===== config.mk =====
export PLATFORM = sky130hd
export DESIGN_NAME = change_dispenser_flat
export DESIGN_NICKNAME = d
export VERILOG_FILES = /design/src/rtl/vend_pkg.sv /design/src/rtl/change_dispenser_if.sv /design/src/rtl/change_dispenser_ack_watchdog.sv /design/src/rtl/change_dispenser.sv /design/src/flat_wrapper.sv
export SDC_FILE = /design/constraint.sdc
export NUM_CORES = 1
export LEC_CHECK = 0
export ABC_AREA = 1
export CORE_ASPECT_RATIO = 2
export CORE_UTILIZATION = 50
export DETAILED_ROUTE_END_ITERATION = 8
export GPL_TIMING_DRIVEN = 0
export PLACE_DENSITY = 0.85
export SETUP_SLACK_MARGIN = 0.1
export SYNTH_ARGS = -nofsm -noshare
export SYNTH_HDL_FRONTEND = slang
export SYNTH_SLANG_ARGS = --single-unit

===== constraint.sdc =====
create_clock -name clk -period 1.6 [get_ports clk]
set_input_delay 0.16 -clock clk [delete_from_list [all_inputs] [get_ports clk]]
set_output_delay 0.16 -clock clk [all_outputs]
set_load 0.01 [all_outputs]

===== src/rtl/vend_pkg.sv =====
// Types and constants shared between vending_machine and change_dispenser:
// dispenser FSM states, hopper request bit positions and coin/key codes.
package vend_pkg;

  typedef enum logic [2:0] {
    DISP_IDLE     = 3'd0,
    DISP_SELECT   = 3'd1,
    DISP_WAIT_ACK = 3'd2,
    DISP_DONE     = 3'd3,
    DISP_FAULT    = 3'd4
  } disp_state_e;

  localparam int HOP_BIG     = 1;
  localparam int HOP_SMALL   = 0;
  localparam int DEF_BIG_VAL = 5;

  typedef enum logic [1:0] {
    COIN_NONE  = 2'd0,
    COIN_SMALL = 2'd1,
    COIN_BIG   = 2'd2
  } coin_e;

  typedef enum logic [2:0] {
    KEY_NONE   = 3'd0,
    KEY_ITEM0  = 3'd1,
    KEY_ITEM1  = 3'd2,
    KEY_ITEM2  = 3'd3,
    KEY_ITEM3  = 3'd4,
    KEY_CANCEL = 3'd5
  } key_e;

  function automatic logic [1:0] hopMask(input logic big);
    logic [1:0] mask;
    mask = '0;
    if (big) mask[HOP_BIG] = 1'b1;
    else     mask[HOP_SMALL] = 1'b1;
    return mask;
  endfunction

endpackage


===== src/rtl/change_dispenser_if.sv =====
// Change request, hopper handshake and status bundle between the vending side
// (master) and the change dispenser (slave).
interface change_dispenser_if #(
  parameter int AMT_W = 4
);

  logic             chg_valid;
  logic [AMT_W-1:0] chg_amount;
  logic             chg_ready;
  logic             big_empty;
  logic             small_empty;
  logic [1:0]       hop_req;
  logic             hop_ack;
  logic             busy;
  logic             done;
  logic             fault;
  logic             fault_clr;
  logic [AMT_W-1:0] shortfall;
  logic [3:0]       big_cnt;
  logic [3:0]       small_cnt;

  modport master (
    output chg_valid, chg_amount, big_empty, small_empty, hop_ack, fault_clr,
    input  chg_ready, hop_req, busy, done, fault, shortfall, big_cnt, small_cnt
  );

  modport slave (
    input  chg_valid, chg_amount, big_empty, small_empty, hop_ack, fault_clr,
    output chg_ready, hop_req, busy, done, fault, shortfall, big_cnt, small_cnt
  );

endinterface


===== src/rtl/change_dispenser_ack_watchdog.sv =====
// Counts cycles spent waiting for a hopper ack; expired_o rises once TIMEOUT
// cycles have elapsed without a clear.
module ack_watchdog #(
  parameter int TIMEOUT = 1000
) (
  input  logic clk,
  input  logic rst,
  input  logic clr_i,
  input  logic en_i,
  output logic expired_o
);

  localparam int CW = $clog2(TIMEOUT + 1);
  localparam logic [CW-1:0] LIMIT = CW'(TIMEOUT);

  logic [CW-1:0] cnt_q, cnt_d;

  assign expired_o = (cnt_q == LIMIT);

  always_comb begin
    cnt_d = cnt_q;
    if (clr_i || !en_i) cnt_d = '0;
    else if (!expired_o) cnt_d = cnt_q + CW'(1);
  end

  always_ff @(posedge clk) begin
    if (rst) cnt_q <= '0;
    else     cnt_q <= cnt_d;
  end

endmodule


===== src/rtl/change_dispenser.sv =====
// Change dispenser: pays one change request greedily from a big and a small
// coin hopper, one req/ack handshake per coin, with a watchdog per coin.
module change_dispenser
  import vend_pkg::*;
#(
  parameter int AMT_W   = 4,
  parameter int BIG_VAL = DEF_BIG_VAL,
  parameter int TIMEOUT = 1000
) (
  input logic clk,
  input logic rst,
  change_dispenser_if.slave bus
);

  localparam logic [AMT_W-1:0] BIG_AMT = AMT_W'(BIG_VAL);
  localparam logic [AMT_W-1:0] ONE_AMT = AMT_W'(1);

  disp_state_e      state_q, state_d;
  logic [AMT_W-1:0] remaining_q, remaining_d;
  logic [AMT_W-1:0] shortfall_q, shortfall_d;
  logic             bigSel_q, bigSel_d;
  logic [1:0]       hopReq_q, hopReq_d;
  logic [3:0]       bigCnt_q, bigCnt_d;
  logic [3:0]       smallCnt_q, smallCnt_d;
  logic             done_q, done_d;
  logic             ackExpired;
  logic             canBig, canSmall;

  assign canBig   = (remaining_q >= BIG_AMT) && !bus.big_empty;
  assign canSmall = (remaining_q != '0) && !bus.small_empty;

  ack_watchdog #(
    .TIMEOUT(TIMEOUT)
  ) u_watchdog (
    .clk      (clk),
    .rst      (rst),
    .clr_i    (bus.hop_ack),
    .en_i     (state_q == DISP_WAIT_ACK),
    .expired_o(ackExpired)
  );

  always_ff @(posedge clk) begin
    if (rst) state_q <= DISP_IDLE;
    else     state_q <= state_d;
  end

  always_comb begin
    state_d = state_q;
    case (state_q)
      DISP_IDLE:     if (bus.chg_valid) state_d = DISP_SELECT;
      DISP_SELECT: begin
        if (remaining_q == '0)      state_d = DISP_DONE;
        else if (canBig || canSmall) state_d = DISP_WAIT_ACK;
        else                         state_d = DISP_FAULT;
      end
      DISP_WAIT_ACK: begin
        if (bus.hop_ack)     state_d = DISP_SELECT;
        else if (ackExpired) state_d = DISP_FAULT;
      end
      DISP_DONE:     state_d = DISP_IDLE;
      DISP_FAULT:    if (bus.fault_clr) state_d = DISP_IDLE;
      default:       state_d = DISP_IDLE;
    endcase
  end

  // The request is re-registered each WAIT_ACK cycle, so ack or timeout drops it at the same edge.
  always_comb begin
    remaining_d = remaining_q;
    shortfall_d = shortfall_q;
    bigSel_d    = bigSel_q;
    hopReq_d    = '0;
    bigCnt_d    = bigCnt_q;
    smallCnt_d  = smallCnt_q;
    done_d      = (state_q == DISP_DONE);
    case (state_q)
      DISP_IDLE: begin
        if (bus.chg_valid) begin
          remaining_d = bus.chg_amount;
          bigCnt_d    = '0;
          smallCnt_d  = '0;
        end
      end
      DISP_SELECT: begin
        if (remaining_q != '0) begin
          if (canBig)        bigSel_d    = 1'b1;
          else if (canSmall) bigSel_d    = 1'b0;
          else               shortfall_d = remaining_q;
        end
      end
      DISP_WAIT_ACK: begin
        if (bus.hop_ack) begin
          if (bigSel_q) begin
            remaining_d = remaining_q - BIG_AMT;
            if (bigCnt_q != 4'hF) bigCnt_d = bigCnt_q + 4'd1;
          end else begin
            remaining_d = remaining_q - ONE_AMT;
            if (smallCnt_q != 4'hF) smallCnt_d = smallCnt_q + 4'd1;
          end
        end else if (ackExpired) begin
          shortfall_d = remaining_q;
        end else begin
          hopReq_d = hopMask(bigSel_q);
        end
      end
      DISP_FAULT: if (bus.fault_clr) shortfall_d = '0;
      default: ;
    endcase
  end

  always_ff @(posedge clk) begin
    if (rst) begin
      remaining_q <= '0;
      shortfall_q <= '0;
      bigSel_q    <= 1'b0;
      hopReq_q    <= '0;
      bigCnt_q    <= '0;
      smallCnt_q  <= '0;
      done_q      <= 1'b0;
    end else begin
      remaining_q <= remaining_d;
      shortfall_q <= shortfall_d;
      bigSel_q    <= bigSel_d;
      hopReq_q    <= hopReq_d;
      bigCnt_q    <= bigCnt_d;
      smallCnt_q  <= smallCnt_d;
      done_q      <= done_d;
    end
  end

  assign bus.chg_ready = (state_q == DISP_IDLE);
  assign bus.busy      = (state_q != DISP_IDLE) && (state_q != DISP_FAULT);
  assign bus.fault     = (state_q == DISP_FAULT);
  assign bus.hop_req   = hopReq_q;
  assign bus.done      = done_q;
  assign bus.shortfall = shortfall_q;
  assign bus.big_cnt   = bigCnt_q;
  assign bus.small_cnt = smallCnt_q;

endmodule


===== src/flat_wrapper.sv =====
// flat-port wrapper written by rule: the top's interface ports become plain ports
module change_dispenser_flat import vend_pkg::*;
#(
  parameter int AMT_W   = 4,
  parameter int BIG_VAL = DEF_BIG_VAL,
  parameter int TIMEOUT = 1000
)
  (clk, rst, bus_chg_valid, bus_chg_amount, bus_big_empty, bus_small_empty, bus_hop_ack, bus_fault_clr, bus_chg_ready, bus_hop_req, bus_busy, bus_done, bus_fault, bus_shortfall, bus_big_cnt, bus_small_cnt);
  change_dispenser_if #(.AMT_W(AMT_W)) bus_i ();
  input logic clk;
  input logic rst;
  input wire logic [$bits(bus_i.chg_valid)-1:0] bus_chg_valid;
  input wire logic [$bits(bus_i.chg_amount)-1:0] bus_chg_amount;
  input wire logic [$bits(bus_i.big_empty)-1:0] bus_big_empty;
  input wire logic [$bits(bus_i.small_empty)-1:0] bus_small_empty;
  input wire logic [$bits(bus_i.hop_ack)-1:0] bus_hop_ack;
  input wire logic [$bits(bus_i.fault_clr)-1:0] bus_fault_clr;
  output wire logic [$bits(bus_i.chg_ready)-1:0] bus_chg_ready;
  output wire logic [$bits(bus_i.hop_req)-1:0] bus_hop_req;
  output wire logic [$bits(bus_i.busy)-1:0] bus_busy;
  output wire logic [$bits(bus_i.done)-1:0] bus_done;
  output wire logic [$bits(bus_i.fault)-1:0] bus_fault;
  output wire logic [$bits(bus_i.shortfall)-1:0] bus_shortfall;
  output wire logic [$bits(bus_i.big_cnt)-1:0] bus_big_cnt;
  output wire logic [$bits(bus_i.small_cnt)-1:0] bus_small_cnt;
  assign bus_i.chg_valid = bus_chg_valid;
  assign bus_i.chg_amount = bus_chg_amount;
  assign bus_i.big_empty = bus_big_empty;
  assign bus_i.small_empty = bus_small_empty;
  assign bus_i.hop_ack = bus_hop_ack;
  assign bus_i.fault_clr = bus_fault_clr;
  assign bus_chg_ready = bus_i.chg_ready;
  assign bus_hop_req = bus_i.hop_req;
  assign bus_busy = bus_i.busy;
  assign bus_done = bus_i.done;
  assign bus_fault = bus_i.fault;
  assign bus_shortfall = bus_i.shortfall;
  assign bus_big_cnt = bus_i.big_cnt;
  assign bus_small_cnt = bus_i.small_cnt;
  change_dispenser #(.AMT_W(AMT_W), .BIG_VAL(BIG_VAL), .TIMEOUT(TIMEOUT)) u_core (.clk(clk), .rst(rst), .bus(bus_i));
endmodule

* After elaboration in Yosys (flattened, before gate mapping)
Index checks and enable logic that the tools add are counted.
Storage, ports and cells: bits in registers 33, input bits 11, output and inout port bits 18
Cells by class: add/subtract/negate cells 5, order comparisons 1, eq/ne operators 21, muxes and demuxes 31, bitwise logic cells 1, reductions and logical operators 23
Operators by type and width (count):
- $mux 4 | 16
- $pmux 4 s2 | 3
- $mux 3 | 6
- $ne 2x2->1 const B | 7
- $pmux 3 s4 | 1
- $pmux 4 s3 | 1
- $add 10x1->10 const B | 1
- $eq 10x10->1 const B | 1
- $ne 2x1->1 const B | 5
- $reduce_and 5->1 | 2
- $reduce_and 3->1 | 3
- $add 4x1->4 const B | 2
- $ne 4x4->1 const B | 2
- $reduce_and 7->1 | 1
- $eq 3x2->1 const B | 2
- $reduce_bool 3->1 | 2
- $ge 4x3->1 const B | 1
- $logic_not 4->1 | 1
- $mux 1 | 4
- $reduce_bool 2->1 | 2
- $reduce_bool 4->1 | 1
- $reduce_or 4->1 | 1
- $sub 4x1->4 const B | 1
- $sub 4x3->4 const B | 1
- 10 further kinds | 15

* Logic depth before layout (Yosys ltp)
Gate-level depths: netlist of the first run.
depth after elaboration 6, mapped depth 13, mapped depth without buffers 13

* Cells and area by module
A second synthesis of the first run with hierarchy kept.
Unflattened totals: cell total of the unflattened synthesis 285, area, all modules 1888.1 µm²
By module, submodules not included:
- change_dispenser | instances 1, cells each 195, area each 1280.0 µm²
- ack_watchdog | instances 1, cells each 90, area each 608.1 µm²

* Least setup slack after synthesis of the first run
Ideal clock, no wire load.
path type register to register, start point register u_core.remaining_q[0], end point register u_core.shortfall_q[0] (netlist: u_core.bus.shortfall[0]), library setup time 0.113 ns, arrival time 1.278 ns, data required time 1.487 ns, slack 0.209 ns, stages on the path, launching flop included 13, path buffers 0, clock period less this slack 1.391 ns, cells stage by stage dfxtp_1 -> inv_1 -> ha_1 -> nand2_1 -> nand2_1 -> nand2_1 -> nand2_1 -> nand2_1 -> nand2_1 -> nand2_1 -> nor2_2 -> nor2_1 -> nor2_1
Between the ends: word-level cells in the longest chain between the ends 4, elaborated cells between the ends (all ways) 14
RTL lines:
- from (decl) | line change_dispenser.sv:19 | logic [AMT_W-1:0] remaining_q, remaining_d;
- from (signal assigned) | line change_dispenser.sv:120 | remaining_q <= remaining_d;
- $ge 4x3->1, or another cell as far along | line change_dispenser.sv:29 | assign canBig = (remaining_q >= BIG_AMT) && !bus.big_empty;
- $logic_and 1x1->1, or another cell as far along | line change_dispenser.sv:29
- $ne 2x2->1 (no line) or $mux 4 (tied branches)
- $reduce_and 7->1 (no line) or $pmux 4 s3 (tied branches)
- to (signal assigned) | line change_dispenser.sv:121 | shortfall_q <= shortfall_d;
- to (decl) | line change_dispenser.sv:20 | logic [AMT_W-1:0] shortfall_q, shortfall_d;
Parallel ways exist; a longest one is shown, timed or not. The select of a mux whose other input is x is not followed. A chain may end at the register's enable or synchronous reset.

* Final worst setup path of the first run
start point register u_core.remaining_q[1], end point register u_core.state_q[2]
Between the ends: word-level cells in the longest chain between the ends 6, elaborated cells between the ends (all ways) 9
RTL lines:
- $ge 4x3->1 or $reduce_bool 4->1 (tied branches) | line change_dispenser.sv:29, change_dispenser.sv:30
- $logic_and 1x1->1, on equally long branches | line change_dispenser.sv:29, change_dispenser.sv:30
- $logic_or 1x1->1 | line change_dispenser.sv:53 | else if (canBig || canSmall) state_d = DISP_WAIT_ACK;
- $mux 3 | line change_dispenser.sv:53
- $mux 3 * | line change_dispenser.sv:52 | if (remaining_q == '0) state_d = DISP_DONE;
- $pmux 3 s4 * | line change_dispenser.sv:49 | case (state_q)
- to (signal assigned) | line change_dispenser.sv:44 | else state_q <= state_d;
- to (decl) | line change_dispenser.sv:18 | disp_state_e state_q, state_d;
Every way passes the cells marked *; elsewhere a longest branch is shown, timed or not.

==> impl_results.md, run 1 <==
* Outcome: finished with violations
* Failing checks: DRC
* Clk slew on worst S/H paths at about 0.07 ns
* Synth Net Count at around 270
* Worst Path Buf+Inv at 2
* CP Max Fanout at 5
* Clock skew at 0.00571 ns
* CP startpoint kind: register
* Clock Latency Late Sink at approximately 0.29 ns
* Clk buf depth at 2
* Leakage at around 0.96 nW
* Hold Fails Final Rpt at 0
* Min Tclk post-route at roughly 1.5 ns
* Final ANT Viol Nets at 0
* P per Cell Area at 1550 nW/µm²
* Grt met1 use at 0.234
* Initial Util at 0.517
* Clock sink count at 33
* Final Setup Violations at 0
* Vias per cell at 5.49
* GRT Max-Usage Layer: met2
* Synth unique cells at 27
* First-pass GRT wire length at between 7000 and 8000 µm
* Seq/Total Area, Yosys at 0.378
* Hold Crit Class: input pin to register
* WL final at approximately 4500 µm
* DRT iter0 DRCs at 52
* Worst EP required at between 1.5 and 2 ns
* CTS tree: done
* Worst-Margin Slew at 0.454 ns
* Port bufs at 27
* Maximum VDD drop at approximately 0.0010 V
* Most common cell after layout, fill and taps aside: nand2_1
* Grt met2 use at 0.468
* Flops & latches, synth at 33
* DP HPWL at 3070 µm
* Total gr overflow at 0
* Fmax at ~670 MHz
* # fillers at 268
* Layout cell share with drive strength beyond 1 at 0.231
* Period utilization at 0.937
* Wirelength per Cell at around 14 µm
* CP Data Arrival Time at approximately 1.7 ns
* Final Instance Count excl. Fillers at 331
* CP Class: register to register
* Most frequent cells in the layout: nand2_1 (49), nor2_1 (35), dfxtp_1 (26)
* Setup tns final at 0 ns
* Number of I/O pins at 29
* Max_cap viols at 0
* Crit-path slowest cell: dfxtp_2
* Via count at ~1,800
* Placed insts at approximately 310
* Initial antenna violation count at 0
* Cts bufs inserted at 5
* Crit. End Element: register
* Hold Buf Count CTS at 0
* Yosys Warn Count at 0
* Met3 Use GR at 0.0547
* Slew Limit Headroom at 0.697
* Final slew viol count at 0
* Delay-heaviest family, CP: simple AND/OR/NAND/NOR gates
* Vias in the first global route at roughly 1,700
* Mapped Cells at 253
* First-pass DRT Iterations at 6
* Mean Syn Cell Area at just under 7 µm²
* DRC violations left at 1
* Floorplan row count at 30
* Die width at roughly 44 µm
* Final Instance Area at around 2400 µm²
* Max incr delay on CP at approximately 0.36 ns
* GR Util All Layers at 0.251
* Die height at approximately 86 µm
* Root buffer cell: clkbuf_8
* Ant. Diodes at 0
* Largest net degree at the start of global routing at 11
* Synthesized cell area at approximately 1700 µm²
* Synth-to-Final Area Change at 35.1%
* CP cell instances: inv_4 > ha_4 > inv_2 > nand2_2 > nand2_1 > nand2_1 > nand2_2 > nand2_2 > o21ai_0 > nand2_1 > a21oi_1
* Fin nets at around 320
* Routability cong. at 0.894
* Core Area at between 3000 and 4000 µm²
* DIE AREA at roughly 3700 µm²
* H-tree depth at 2
* Area post-placement at 2060 µm²
* RSZ-0062 raised after global routing: true
==> logic make-up after synthesis <==
kind of cell / Yosys count / share of synthesized area
fa+ha+maj: 7 / 0.0501
buf+inv: 32 / 0.0695
simple gates: 138 / 0.364
xor+xnor: 6 / 0.0301
flops: 33 / 0.378
compound gates: 37 / 0.108
==> metal layers <==
layer,wire [µm],vias to the layer above,part of all wire
met5,0,-,0
li1,-,911,-
met1,1610,849,0.35
met2,2650,45,0.58
met3,149,11,0.033
met4,134,0,0.029
==> flip-flops by register name, indices dropped and copies added, names as in the netlist <==
name and flops:
u_core.bigSel_q 1, u_core.u_watchdog.cnt_q 10, u_core.bus.big_cnt 4, u_core.state_q 3, u_core.bus.done 1, u_core.remaining_q 4
u_core.bus.small_cnt 4, u_core.bus.hop_req 2, u_core.bus.shortfall 4
==> per-stage QoR <==
step | power, mW | setup slack [ns] | util | hold WS, ns
global placement | 2.58 | -0.0165 | 0.609 | 0.457
finish | 3.65 | 0.101 | 0.699 | 0.253
CTS | 3.30 | 0.100 | 0.645 | 0.252
detailed placement | 2.62 | -0.116 | 0.609 | 0.473
floorplan | 2.17 | 0.209 | - | 0.364
global route | 3.93 | -0.0153 | 0.699 | 0.301
==> cell usage after synthesis, drive strengths merged <==
library cell,n,share of area
a21oi,23,0.066
a31oi,1,0.0036
and2,1,0.0036
and3,1,0.0036
buf,1,0.0029
clkbuf,2,0.0043
dfxtp,33,0.38
ha,7,0.050
inv,29,0.062
nand2,59,0.13
nand3,20,0.067
nand4,7,0.025
nor2,46,0.11
nor3,2,0.0086
nor4,1,0.0036
o21ai,12,0.034
o21bai,1,0.0043
or2,1,0.0036
xor2,6,0.030
==> layout make-up <==
cell class	count	area (µm²)	area share
plain buffers	3	12.5	0.00530
clock inverters	2	10.0	0.00424
multi-input cells	188	1070	0.455
flip-flops and latches	33	674	0.286
clock buffers	6	72.6	0.0308
inverters	29	119	0.0504
well taps	32	40.0	0.0170
repair buffers	38	357	0.151
==> worst paths after layout <==
| check | slack, ns | endpoint | cells after the start | start |
|---|---|---|---|---|
| setup / recovery | 0.10 | u_core.state_q[2]$_SDFFE_PP0P_ | 11 | u_core.remaining_q[1]$_SDFFE_PP0P_ |
| hold / removal | 0.25 | u_core.bus.small_cnt[1]$_SDFFE_PP0P_ | 2 | rst |
| setup reg to reg | 0.10 | u_core.state_q[2]$_SDFFE_PP0P_ | 11 | u_core.remaining_q[1]$_SDFFE_PP0P_ |
| hold reg to reg | 0.47 | u_core.bus.shortfall[3]$_SDFFE_PP0P_ | 2 | u_core.bus.shortfall[3]$_SDFFE_PP0P_ |
==> power breakdown <==
group,leakage (nW),switching (mW),internal [mW]
registers,0.271,0.150,0.957
logic,0.647,1.15,0.778
clock network,0.0450,0.312,0.301
==> what timing repair did <==
action                     4_1_cts  5_1_grt
resized for setup               16       34
buffers inserted                 3        8
pin swaps                        3       15
setup endpoints to repair        9       16
Power figures use the tool's default switching activity.
==> run 2: changes to the inputs <==
--- a/config.mk
+++ b/config.mk
@@ -7,10 +7,10 @@
 export LEC_CHECK = 0
 export ABC_AREA = 1
 export CORE_ASPECT_RATIO = 2
-export CORE_UTILIZATION = 50
+export CORE_UTILIZATION = 52
 export DETAILED_ROUTE_END_ITERATION = 8
 export GPL_TIMING_DRIVEN = 0
-export PLACE_DENSITY = 0.85
+export PLACE_DENSITY = 0.87
 export SETUP_SLACK_MARGIN = 0.1
 export SYNTH_ARGS = -nofsm -noshare
 export SYNTH_HDL_FRONTEND = slang
==> impl_results.md, run 2 (synthesized netlist as in run 1, its figures left out) <==
* Final Instance Area at 2330 µm²
* Switching power at 1.59 mW
* Port bufs at 27
* Clock sink count at 33
* First-pass GRT wire length at around 6700 µm
* CP startpoint kind: register
* Initial Util at 0.547
* Synth-to-Final Area Change at 33.5%
* Worst Path Buf+Inv at 3
* Outcome: finished, final reports clean
* Clock Latency Late Sink at between 0.2 and 0.3 ns
* CP Max Fanout at 6
* Final Instance Count excl. Fillers at roughly 330
* Slew Limit Headroom at 0.689
* Maximum VDD drop at between 0.001 and 0.0015 V
* Fin Hold WS at 0.252 ns
* Sequential Power Share at 0.298
* Setup WS post-layout at ~0.13 ns
* Cell-internal power at 2.09 mW
* Most common cell after layout, fill and taps aside: nand2_1
* DIE AREA at 3610 µm²
* Cell mode on critical path: nand2_1
* Switching share of power at 0.431
* DP HPWL at between 3000 and 4000 µm
* CP cell instances: inv_4 > ha_2 > inv_1 > nand2_1 > nand2_1 > nand2_1 > nand2_2 > nand2_2 > nand2_4 > buf_6 > nand4_1 > nand2_1 > nor2_1
* GR Util All Layers at 0.238
* Die width at roughly 43 µm
* Via count at between 1,500 and 2,000
* Hold Crit Class: input pin to register
* Max reg flops at 10
* CTS tree: done
* Cts bufs inserted at 5
* Layout cell share with drive strength beyond 1 at 0.203
* Leakage at roughly 0.96 nW
* Max incr delay on CP at 0.33 ns
* Most frequent cells in the layout: nand2_1 (51), nor2_1 (37), dfxtp_1 (26)
* Clock power share at 0.173
* RSZ-0062 raised after global routing: true
* Fmax at roughly 680 MHz
* Routability cong. at ~0.90
* First-pass DRT Iterations at 5
* Placed insts at 311
* Clk buf depth at 2
* Area post-placement at 2060 µm²
* Worst EP required at 1.82 ns
* Clk slew on worst S/H paths at ~0.06 ns
* P per Cell Area at approximately 1600 nW/µm²
* Clock skew at between 0.001 and 0.0015 ns
* Max_cap viols at 0
* Ant. Diodes at 0
* Delay-heaviest family, CP: simple AND/OR/NAND/NOR gates
* Vias in the first global route at 1,632
* R2R setup slack at 0.13 ns
* Hold Buf Count CTS at 0
* Total gr overflow at 0
* Min Tclk post-route at roughly 1.5 ns
* Final ANT Viol Nets at 0
* Period utilization at 0.920
* Die height at between 80 and 90 µm
* DRT iter0 DRCs at about 80
* DP Worst Slack at -0.0469 ns
* Number of I/O pins at 29
* WL final at 4360 µm
* CP Class: register to register
* Core Area at approximately 3200 µm²
* H-tree depth at 2
* Vias per cell at 5.49
* CP Data Arrival Time at about 1.7 ns
* Worst-Margin Slew at approximately 0.47 ns
* Final Setup Violations at 0
* Setup tns final at 0 ns
* Reg with most FFs: u_core.u_watchdog.cnt_q
* Floorplan row count at 29
* Root buffer cell: clkbuf_8
* Gate power share at 0.529
* Fin util at 0.730
* Crit-path slowest cell: dfxtp_2
* Hold Fails Final Rpt at 0
* Wirelength per Cell at ~13 µm
* Largest net degree at the start of global routing at 11
* Initial antenna violation count at 0
* Final slew viol count at 0
* Crit. End Element: register
* Fin nets at 314
* DRC violations left at 0
* Pwr Total at roughly 3.7 mW
## run 2: area by class of cell
| type | instances | area, µm² |
|---|---|---|
| repair buffers | 36 | 350 |
| fillers | 245 | 861 |
| multi-input cells | 188 | 1060 |
| plain buffers | 3 | 12.5 |
| well taps | 31 | 38.8 |
| inverters | 29 | 114 |
| clock buffers | 7 | 86.3 |
| flip-flops and latches | 33 | 674 |
## run 2: path summary, 6_finish.rpt
kind	from	to	depth (start not counted)
min	rst	u_core.bus.small_cnt[1]$_SDFFE_PP0P_	2
max reg2reg	u_core.remaining_q[1]$_SDFFE_PP0P_	u_core.bus.shortfall[0]$_SDFFE_PP0P_	13
max	u_core.remaining_q[1]$_SDFFE_PP0P_	u_core.bus.shortfall[0]$_SDFFE_PP0P_	13
min reg2reg	u_core.u_watchdog.cnt_q[8]$_SDFFE_PP0N_	u_core.u_watchdog.cnt_q[8]$_SDFFE_PP0N_	2
## run 2: timing repair
action	in CTS	in global routing
pin swaps	2	8
buffers inserted	3	6
resized for setup	15	26
endpoints found under the setup margin	8	14
## run 2: worst reg2reg max path, delay by kind of cell, from the launching register on
kind                     cells  cell delay (ns)
buffers and inverters        3             0.24
AND/OR/NAND/NOR              9             0.67
adder cells (fa/ha/maj)      1             0.16
flip-flops                   1             0.33
## run 2: power by group through the flow
stage / clock network, mW / registers (mW) / logic, mW
2_1_floorplan: 0 / 1.08 / 1.10
3_3_place_gp: 0 / 1.08 / 1.52
3_5_place_dp: 0 / 1.08 / 1.54
4_1_cts: 0.638 / 1.08 / 1.61
5_1_grt: 0.680 / 1.11 / 2.14
6_report: 0.635 / 1.09 / 1.95
## run 2: metal layers
metal / track usage / wire length (µm) / vias to the layer above
li1: - / - / 899
met1: 0.212 / 1480 / 824
met2: 0.468 / 2550 / 57
met3: 0.0498 / 175 / 15
met4: 0.110 / 157 / 0
met5: 0 / 0 / -
==> run 3: changes to the inputs <==
--- a/config.mk
+++ b/config.mk
@@ -8,6 +8,7 @@
 export ABC_AREA = 1
 export CORE_ASPECT_RATIO = 2
 export CORE_UTILIZATION = 52
+export CTS_CLUSTER_DIAMETER = 80
 export DETAILED_ROUTE_END_ITERATION = 8
 export GPL_TIMING_DRIVEN = 0
 export PLACE_DENSITY = 0.87
==> results of run 3 <==
No change in the layout: final DEF, timing and power equal those of run 2.
